===== src/rtl/eco32_core_mpu_cfr_ctl_if.sv =====
// eco32_core_mpu_cfr_ctl_if: flag-write request bundle (A replace path, B set/clear path).
interface eco32_core_mpu_cfr_ctl_if;
    logic        a_stb;
    logic        a_th;
    logic [15:0] a_flags;
    logic        b_stb;
    logic        b_th;
    logic [15:0] b_set;
    logic [15:0] b_clr;
    logic        b_ack;
    modport master (output a_stb, a_th, a_flags, b_stb, b_th, b_set, b_clr, input b_ack);
    modport slave  (input a_stb, a_th, a_flags, b_stb, b_th, b_set, b_clr, output b_ack);
endinterface


===== src/rtl/eco32_core_mpu_cfr_ctl.sv =====
// eco32_core_mpu_cfr_ctl: slot-aligned write scheduler for the 2-thread interleaved flag ring.
module eco32_core_mpu_cfr_ctl #(
    parameter int B_DEPTH = 4,
    parameter int B_AW    = 2
) (
    input  logic                       clk,
    input  logic                       rst_n,
    input  logic                       i_cfr_th,
    input  logic [15:0]                i_cfr_flags,
    eco32_core_mpu_cfr_ctl_if.slave    io_req,
    output logic                       o_ia_wen,
    output logic [15:0]                o_ia_flags,
    output logic                       o_ib_wen,
    output logic [15:0]                o_ib_flags,
    output logic                       o_a_ovr,
    output logic [B_AW:0]              o_b_cnt,
    output logic                       o_busy
);
    logic [1:0]      r_a_pend;
    logic [15:0]     r_a_val [2];
    logic [15:0]     r_prev;
    logic            r_a_ovr;
    logic [B_AW-1:0] r_wr;
    logic [B_AW-1:0] r_rd;
    logic [B_AW:0]   r_cnt;
    logic            r_b_th  [B_DEPTH];
    logic [15:0]     r_b_set [B_DEPTH];
    logic [15:0]     r_b_clr [B_DEPTH];

    logic w_s;
    logic w_iss_a;
    logic w_iss_b;
    logic w_empty;
    logic w_full;
    logic w_push;

    always_comb begin
        w_s     = ~i_cfr_th;
        w_empty = (r_cnt == '0);
        w_full  = (r_cnt == (B_AW+1)'(B_DEPTH));
        w_iss_a = r_a_pend[w_s];
        w_iss_b = ~w_iss_a & ~w_empty & (r_b_th[r_rd] == w_s);
        w_push  = io_req.b_stb & ~w_full;
    end

    // ack is gated by rst_n so every output reads 0 while reset is held
    assign io_req.b_ack = w_push & rst_n;
    assign o_ia_wen     = w_iss_a;
    assign o_ia_flags   = w_iss_a ? r_a_val[w_s] : '0;
    assign o_ib_wen     = w_iss_b;
    assign o_ib_flags   = w_iss_b ? ((r_prev & ~r_b_clr[r_rd]) | r_b_set[r_rd]) : '0;
    assign o_a_ovr      = r_a_ovr;
    assign o_b_cnt      = r_cnt;
    assign o_busy       = (|r_a_pend) | ~w_empty;

    always_ff @(posedge clk or negedge rst_n) begin
        if (!rst_n) begin
            r_a_pend   <= '0;
            r_a_val[0] <= '0;
            r_a_val[1] <= '0;
            r_prev     <= '0;
            r_a_ovr    <= 1'b0;
            r_wr       <= '0;
            r_rd       <= '0;
            r_cnt      <= '0;
        end else begin
            r_prev  <= i_cfr_flags;
            r_a_ovr <= io_req.a_stb & r_a_pend[io_req.a_th] & ~(w_iss_a & (io_req.a_th == w_s));
            // a new request for the slot thread re-arms pending even while the old value issues
            for (int t = 0; t < 2; t++) begin
                if (io_req.a_stb && io_req.a_th == 1'(t)) begin
                    r_a_pend[t] <= 1'b1;
                    r_a_val[t]  <= io_req.a_flags;
                end else if (w_iss_a && w_s == 1'(t)) begin
                    r_a_pend[t] <= 1'b0;
                end
            end
            if (w_push) r_wr <= r_wr + 1'b1;
            if (w_iss_b) r_rd <= r_rd + 1'b1;
            r_cnt <= r_cnt + (B_AW+1)'(w_push) - (B_AW+1)'(w_iss_b);
        end
    end

    always_ff @(posedge clk) begin
        if (w_push && rst_n) begin
            r_b_th[r_wr]  <= io_req.b_th;
            r_b_set[r_wr] <= io_req.b_set;
            r_b_clr[r_wr] <= io_req.b_clr;
        end
    end
endmodule


===== src/flat_wrapper.sv =====
// flat-port wrapper written by rule: the top's interface ports become plain ports
module eco32_core_mpu_cfr_ctl_flat 
#(
    parameter int B_DEPTH = 4,
    parameter int B_AW    = 2
)
  (clk, rst_n, i_cfr_th, i_cfr_flags, o_ia_wen, o_ia_flags, o_ib_wen, o_ib_flags, o_a_ovr, o_b_cnt, o_busy, io_req_a_stb, io_req_a_th, io_req_a_flags, io_req_b_stb, io_req_b_th, io_req_b_set, io_req_b_clr, io_req_b_ack);
  eco32_core_mpu_cfr_ctl_if io_req_i ();
  input  logic clk;
  input  logic rst_n;
  input  logic i_cfr_th;
  input  logic [15:0] i_cfr_flags;
  output logic o_ia_wen;
  output logic [15:0] o_ia_flags;
  output logic o_ib_wen;
  output logic [15:0] o_ib_flags;
  output logic o_a_ovr;
  output logic [B_AW:0] o_b_cnt;
  output logic o_busy;
  input wire logic [$bits(io_req_i.a_stb)-1:0] io_req_a_stb;
  input wire logic [$bits(io_req_i.a_th)-1:0] io_req_a_th;
  input wire logic [$bits(io_req_i.a_flags)-1:0] io_req_a_flags;
  input wire logic [$bits(io_req_i.b_stb)-1:0] io_req_b_stb;
  input wire logic [$bits(io_req_i.b_th)-1:0] io_req_b_th;
  input wire logic [$bits(io_req_i.b_set)-1:0] io_req_b_set;
  input wire logic [$bits(io_req_i.b_clr)-1:0] io_req_b_clr;
  output wire logic [$bits(io_req_i.b_ack)-1:0] io_req_b_ack;
  assign io_req_i.a_stb = io_req_a_stb;
  assign io_req_i.a_th = io_req_a_th;
  assign io_req_i.a_flags = io_req_a_flags;
  assign io_req_i.b_stb = io_req_b_stb;
  assign io_req_i.b_th = io_req_b_th;
  assign io_req_i.b_set = io_req_b_set;
  assign io_req_i.b_clr = io_req_b_clr;
  assign io_req_b_ack = io_req_i.b_ack;
  eco32_core_mpu_cfr_ctl #(.B_DEPTH(B_DEPTH), .B_AW(B_AW)) u_core (.clk(clk), .rst_n(rst_n), .i_cfr_th(i_cfr_th), .i_cfr_flags(i_cfr_flags), .io_req(io_req_i), .o_ia_wen(o_ia_wen), .o_ia_flags(o_ia_flags), .o_ib_wen(o_ib_wen), .o_ib_flags(o_ib_flags), .o_a_ovr(o_a_ovr), .o_b_cnt(o_b_cnt), .o_busy(o_busy));
endmodule

===== config.mk =====
export PLATFORM = sky130hd
export DESIGN_NAME = eco32_core_mpu_cfr_ctl_flat
export DESIGN_NICKNAME = d
export VERILOG_FILES = /design/src/rtl/eco32_core_mpu_cfr_ctl_if.sv /design/src/rtl/eco32_core_mpu_cfr_ctl.sv /design/src/flat_wrapper.sv
export SDC_FILE = /design/constraint.sdc
export NUM_CORES = 1
export LEC_CHECK = 0
export ABC_AREA = 1
export CELL_PAD_IN_SITES_DETAIL_PLACEMENT = 1
export CELL_PAD_IN_SITES_GLOBAL_PLACEMENT = 2
export CORE_MARGIN = 4
export CORE_UTILIZATION = 32
export CTS_CLUSTER_SIZE = 30
export DETAILED_ROUTE_END_ITERATION = 6
export PLACE_DENSITY = 0.77
export SYNTH_ARGS = -nofsm -noshare
export SYNTH_HDL_FRONTEND = slang
export SYNTH_SLANG_ARGS = --single-unit

===== constraint.sdc =====
create_clock -name clk -period 2.7 [get_ports clk]
set_input_delay 0.27 -clock clk [delete_from_list [all_inputs] [get_ports clk]]
set_output_delay 0.27 -clock clk [all_outputs]
set_load 0.02 [all_outputs]

* Word-level counts from Yosys, hierarchy flattened *
Memories as Yosys holds them, arrays and structs flattened.
Index checks and enable logic that the tools add are counted.

cells by class
  muxes and demuxes = 15
  $lt $le $gt $ge = 3
  reductions and logical operators = 9
  bitwise logic cells = 18
  add/subtract/negate cells = 4
  equal/unequal tests = 3

operators by type and width
  cell                                                                   count
  16-bit 2-to-1 mux                                                      5
  16-bit AND                                                             1
  16-bit NOT                                                             1
  16-bit bitwise OR                                                      1
  1-bit 2-to-1 mux                                                       10
  1-bit AND                                                              7
  1-bit NOT                                                              6
  1-bit logical AND                                                      5
  2-bit by 1-bit adder with 2-bit output (second input constant)         2
  1-bit by 2-bit < comparator with 1-bit output (second input constant)  2
  2-bit nonzero test                                                     2
  3-bit by 1-bit adder with 3-bit output                                 1
  3-bit == test (second input constant)                                  1
  3-bit zero test                                                        1
  3-bit by 1-bit subtractor with 3-bit output                            1
  1-bit == test                                                          2
  2-bit >= comparator (second input constant)                            1
  1-bit NOT with 2-bit output                                            1
  2-bit OR reduction                                                     1
  1-bit bitwise OR                                                       1

word-level totals
  RAM bits = 132
  memories kept = 3
  input bits = 71
  bits in registers = 58
  output and inout bits = 40
  word-level logic and storage cells = 64

memory list
  name            words  bits a word  read ports  clocked after memory_dff  write ports  RTL line                      source
  u_core.r_b_clr  4      16           1           0                         1            eco32_core_mpu_cfr_ctl.sv:28  logic [15:0] r_b_clr [B_DEPTH];
  u_core.r_b_set  4      16           1           0                         1            eco32_core_mpu_cfr_ctl.sv:27  logic [15:0] r_b_set [B_DEPTH];
  u_core.r_b_th   4      1            1           0                         1            eco32_core_mpu_cfr_ctl.sv:26  logic r_b_th [B_DEPTH];

* Logic depth before layout (Yosys ltp) *
  depth after elaboration = 7
  mapped depth = 16
  mapped depth without buffers = 14

* Least setup slack after synthesis *
Ideal clock, no wire load.

  kind = reg2reg
  from = register u_core.r_cnt[1], in the netlist u_core.o_b_cnt[1]
  to = memory u_core.r_b_clr[0][0] (enable)
  path slack = -0.071 ns
  data arrival time = 2.347 ns
  stages on the path, launching flop included = 7
  period minus slack after synthesis = 2.771 ns
  cell sequence = dfrtp_1 inv_1 nand3_1 nand2_1 inv_1 nand2_1 nor2_1

on the way
  word-level cells in the longest chain between the ends = 6

ends and longest elaborated chain
  item                                    RTL line                      source
  from (decl)                             eco32_core_mpu_cfr_ctl.sv:25  logic [B_AW:0] r_cnt;
  from (signal assigned)                  eco32_core_mpu_cfr_ctl.sv:80  r_cnt <= r_cnt + (B_AW+1)'(w_push) - (B_AW+1)'(w_iss_b);
  3-bit == test                           eco32_core_mpu_cfr_ctl.sv:40  w_full = (r_cnt == (B_AW+1)'(B_DEPTH));
  1-bit NOT                               eco32_core_mpu_cfr_ctl.sv:43  w_push = io_req.b_stb & ~w_full;
  1-bit AND                               eco32_core_mpu_cfr_ctl.sv:43
  1-bit logical AND                       eco32_core_mpu_cfr_ctl.sv:85  if (w_push && rst_n) begin
  1-bit 2-to-1 mux                        eco32_core_mpu_cfr_ctl.sv:85
  1-bit 2-to-1 mux (implied by the code)  eco32_core_mpu_cfr_ctl.sv:88  r_b_clr[r_wr] <= io_req.b_clr;
  to (decl)                               eco32_core_mpu_cfr_ctl.sv:28

Every way passes these cells.

* Worst setup path in the final report *
  from = register u_core.r_rd[1]
  to = output o_ib_flags[10]

on the way
  word-level cells in the longest chain between the ends = 5
  elaborated cells on any way between the ends = 9
  classes of those cells = eq/ne (1); mux (1); bitwise (4); memory (3)

ends and longest elaborated chain
  item                    RTL line                      source
  from (decl)             eco32_core_mpu_cfr_ctl.sv:24  logic [B_AW-1:0] r_rd;
  from (signal assigned)  eco32_core_mpu_cfr_ctl.sv:79  if (w_iss_b) r_rd <= r_rd + 1'b1;
  memory 4 x 16 bit       n/a
  16-bit NOT              eco32_core_mpu_cfr_ctl.sv:51  assign o_ib_flags = w_iss_b ? ((r_prev & ~r_b_clr[r_rd]) | r_b_set[r_rd]) : '0;
  16-bit AND              eco32_core_mpu_cfr_ctl.sv:51
  16-bit bitwise OR       eco32_core_mpu_cfr_ctl.sv:51
  16-bit 2-to-1 mux (*)   eco32_core_mpu_cfr_ctl.sv:51
  to (decl)               flat_wrapper.sv:16            output logic [15:0] o_ib_flags;

Mark *: on every way between the ends. The rest lies on a longest branch, timed or not.

==> results.sh <==
export IMPL_antenna_cells=0
export IMPL_skew_ps=13.79
export IMPL_status="finished clean"
export IMPL_pwr_share_seq=0.424
export IMPL_die_area_um2=26640
export IMPL_io_pins=111
export IMPL_r2r_slack_ps=320
export IMPL_drc_errors=0
export IMPL_finalMaxSlewViolations=0
export IMPL_power_switching_mw=2.756
export IMPL_dieHeight_um=163.2
export IMPL_grt_pass1_vias=5424
export IMPL_startpoint_type="register"
export IMPL_maxCapViolations=0
export IMPL_worst_slew_pin_slew_ps=625.5
export IMPL_clk_path_buf_depth=2
export IMPL_ys_flop_type="edfxtp_1"
export IMPL_slew_limit_headroom=0.5830
export IMPL_dr_total_vias=5064
export IMPL_grt_max_degree=43
export IMPL_root_buffer="clkbuf_16"
export IMPL_core_area_um2=23610
export IMPL_crit_type="reg2out"
export IMPL_end_kind="primary output"
export IMPL_grt_pass1_wl_um=28640
export IMPL_final_antenna_net_count=0
export IMPL_crit_chain="buf_4 -> nand3_4 -> nand2_2 -> nand2_4 -> nand3_4 -> buf_4 -> nor2_4 -> clkdlybuf4s50_1"
export IMPL_peakVddDrop_mv=0.4490
export IMPL_async_reset_ff_frac=0.3053
export IMPL_dpl_hpwl_um=12060
export IMPL_switching_share=0.3240
export IMPL_nets=900
export IMPL_clock_latency_ps=430
export IMPL_syn_avg_cell_area_um2=11.14
export IMPL_max_stage_delay_ps=600
export IMPL_cts_buffers=17
export IMPL_yosys_warnings=0
export IMPL_cts_sinks=190
export IMPL_rows=56
export IMPL_drt_iter0_markers=245
export IMPL_whs_ps=256.1
export IMPL_timing_fmax_ghz=0.3942
export IMPL_final_core_util=0.4209
export IMPL_p_int_mw=5.748
export IMPL_hold_class="in2async"
export IMPL_p_clk_frac=0.298
export IMPL_syn_area_um2=7710
export IMPL_finalCritPeriodShare=0.9395
export IMPL_track_usage=0.1403
export IMPL_min_period_ps=2537
export IMPL_port_buffers=110
export IMPL_wl_per_cell_um=15.67
export IMPL_synth_cell_types=29
export IMPL_htreeDepth=4
export IMPL_rsz0062_at_grt="false"
export IMPL_netlist_instances=692
export IMPL_p_leak_nw=4.264
export IMPL_worst_ep_arrival_time_ps=2270
export IMPL_layout_drive_gt1_share=0.09820
export IMPL_setup_violations=0
export IMPL_fp_dieW_um=163.2
export IMPL_drt_pass1_iterations=4
export IMPL_place_gp_congestion=0.7120
export IMPL_synth_edff_count=132
export IMPL_clkTransAtPathRegs_ps=70
export IMPL_crit_required_ps=2430
export IMPL_initial_utilization=0.3265
export IMPL_hold_viol=0
export IMPL_routed_wl_um=18080
export IMPL_crit_path_max_fanout=8
export IMPL_ys_seq_area_frac=0.7024
export IMPL_viasPerCell=4.388
export IMPL_antenna_found_initial=1
export IMPL_grt_ovfl_total=0
export IMPL_combPwrFrac=0.278
export IMPL_p_per_area_nw_per_um2=855.7
export IMPL_synth_seq_cells=190
export IMPL_cts_tree="yes"
export IMPL_syn_nets=770
export IMPL_slowest_stage="clkdlybuf4s50_1"
export IMPL_area_growth_syn_to_layout_pct=28.90
layout by cell type (no fill, tap or decap), types with 8 or more instances in the layout:
cell type	n
nor2_4	13
o21ai_0	93
edfxtp_1	132
nand2_1	193
dlygate4sd2_1	8
nor2_1	75
clkbuf_16	17
inv_1	66
clkdlybuf4s50_1	95
buf_4	19
dfrtp_1	58
inv_6	8
cell usage after synthesis (2+ instances only):
cell type / instances / area share
nand2_1: 193 / 0.094
nand3_4: 2 / 0.0045
nand2_2: 3 / 0.0024
xor2_1: 2 / 0.0023
o21ai_0: 93 / 0.060
buf_2: 6 / 0.0039
nand3_2: 2 / 0.0026
buf_4: 4 / 0.0039
dfrtp_1: 58 / 0.19
nor2_4: 9 / 0.013
buf_6: 2 / 0.0029
clkbuf_1: 10 / 0.0049
ha_1: 6 / 0.0097
inv_2: 2 / 0.00097
nand3_1: 5 / 0.0032
nor2_1: 79 / 0.038
inv_1: 67 / 0.033
nand2_4: 2 / 0.0029
edfxtp_1: 132 / 0.51
o21ai_1: 6 / 0.0039
metrics by stage:
step | area [µm²] | power [mW] | cells | setup TNS [ps] | setup slack [ps]
4_1_cts | 9912 | 8.663 | 1154 | 0 | 5.109
3_3_place_gp | 9308 | 6.061 | 1121 | 0 | 80.35
5_1_grt | 9938 | 9.026 | 1154 | 0 | 18.35
2_1_floorplan | 7710 | 5.122 | 692 | -9316 | -70.58
6_report | 9938 | 8.504 | 1154 | 0 | 163.5
3_5_place_dp | 9308 | 6.109 | 1121 | 0 | 13.30
kinds of logic (layout without fill, tap and decap cells):
group,count (synthesis),after routing,synth area share
simple gates,297,297,0.1631
compound gates,101,101,0.06573
buf+inv,94,237,0.05307
flops,190,190,0.7024
xor+xnor,3,3,0.003409
fa+ha+maj,7,7,0.01233
worst paths after layout:
check                                     endpoint  depth (start not counted)                from
worst max-delay path                o_ib_flags[10]                          8      u_core.r_rd[1]
worst min-delay path             u_core.r_a_val[8]                          2               rst_n
worst max register to register   u_core.o_b_cnt[2]                         14      u_core.r_rd[0]
worst min register to register  u_core.r_a_val[29]                          2  u_core.r_a_val[29]
max in group asynchronous         u_core.r_prev[6]                          3               rst_n
min in group clk                  u_core.r_prev[3]                          1      i_cfr_flags[3]
flip-flops by register name (all words and copies together) (netlist names):
signal and count:
u_core.o_b_cnt 3, u_core.r_b_th 4, u_core.r_b_set 64, u_core.o_a_ovr 1, u_core.r_b_clr 64, u_core.r_a_val 32
u_core.r_wr 2, u_core.r_rd 2, u_core.r_a_pend 2, u_core.r_prev 16
layout make-up:
type | count | area (µm²)
Timing Repair Buffer | 134 | 1340
Tap cell | 319 | 399.1
Multi-Input combinational cell | 408 | 1916
Clock inverter | 15 | 171.4
Sequential cell | 190 | 5415
Fill cell | 2618 | 13670
Clock buffer | 17 | 425.4
Inverter | 71 | 271.5
what timing repair did:
action,CTS,global route
hold buffers,1,0
resized for setup,11,9
endpoints found under the hold margin,16,0
cloned,0,0
setup buffers,0,0
endpoints found under the setup margin,16,8
layer usage:
| layer | global-route usage | part of all wire | wire (µm) | up-vias |
|---|---|---|---|---|
| met5 | 0 | 0.00044 | 8 | - |
| met4 | 0.03965 | 0.012 | 210 | 2 |
| met3 | 0.03558 | 0.044 | 793 | 19 |
| met2 | 0.2406 | 0.49 | 8826 | 102 |
| met1 | 0.1767 | 0.46 | 8242 | 2431 |
| li1 | - | - | - | 2510 |
power groups by stage:
| stage | Combinational (mW) | Sequential (mW) | Clock, mW |
|---|---|---|---|
| 3_5_place_dp | 2.44 | 3.67 | 0 |
| 2_1_floorplan | 1.45 | 3.67 | 0 |
| 6_report | 2.36 | 3.61 | 2.54 |
| 4_1_cts | 2.43 | 3.61 | 2.63 |
| 3_3_place_gp | 2.41 | 3.66 | 0 |
| 5_1_grt | 2.64 | 3.64 | 2.75 |
critical path: cells and delay by family (launching register included):
kind | cells | cell delay (ps)
buffers and inverters | 3 | 990
AND/OR/NAND/NOR | 5 | 420
flip-flops | 1 | 440
No activity file was read; power rests on OpenSTA's default activity.
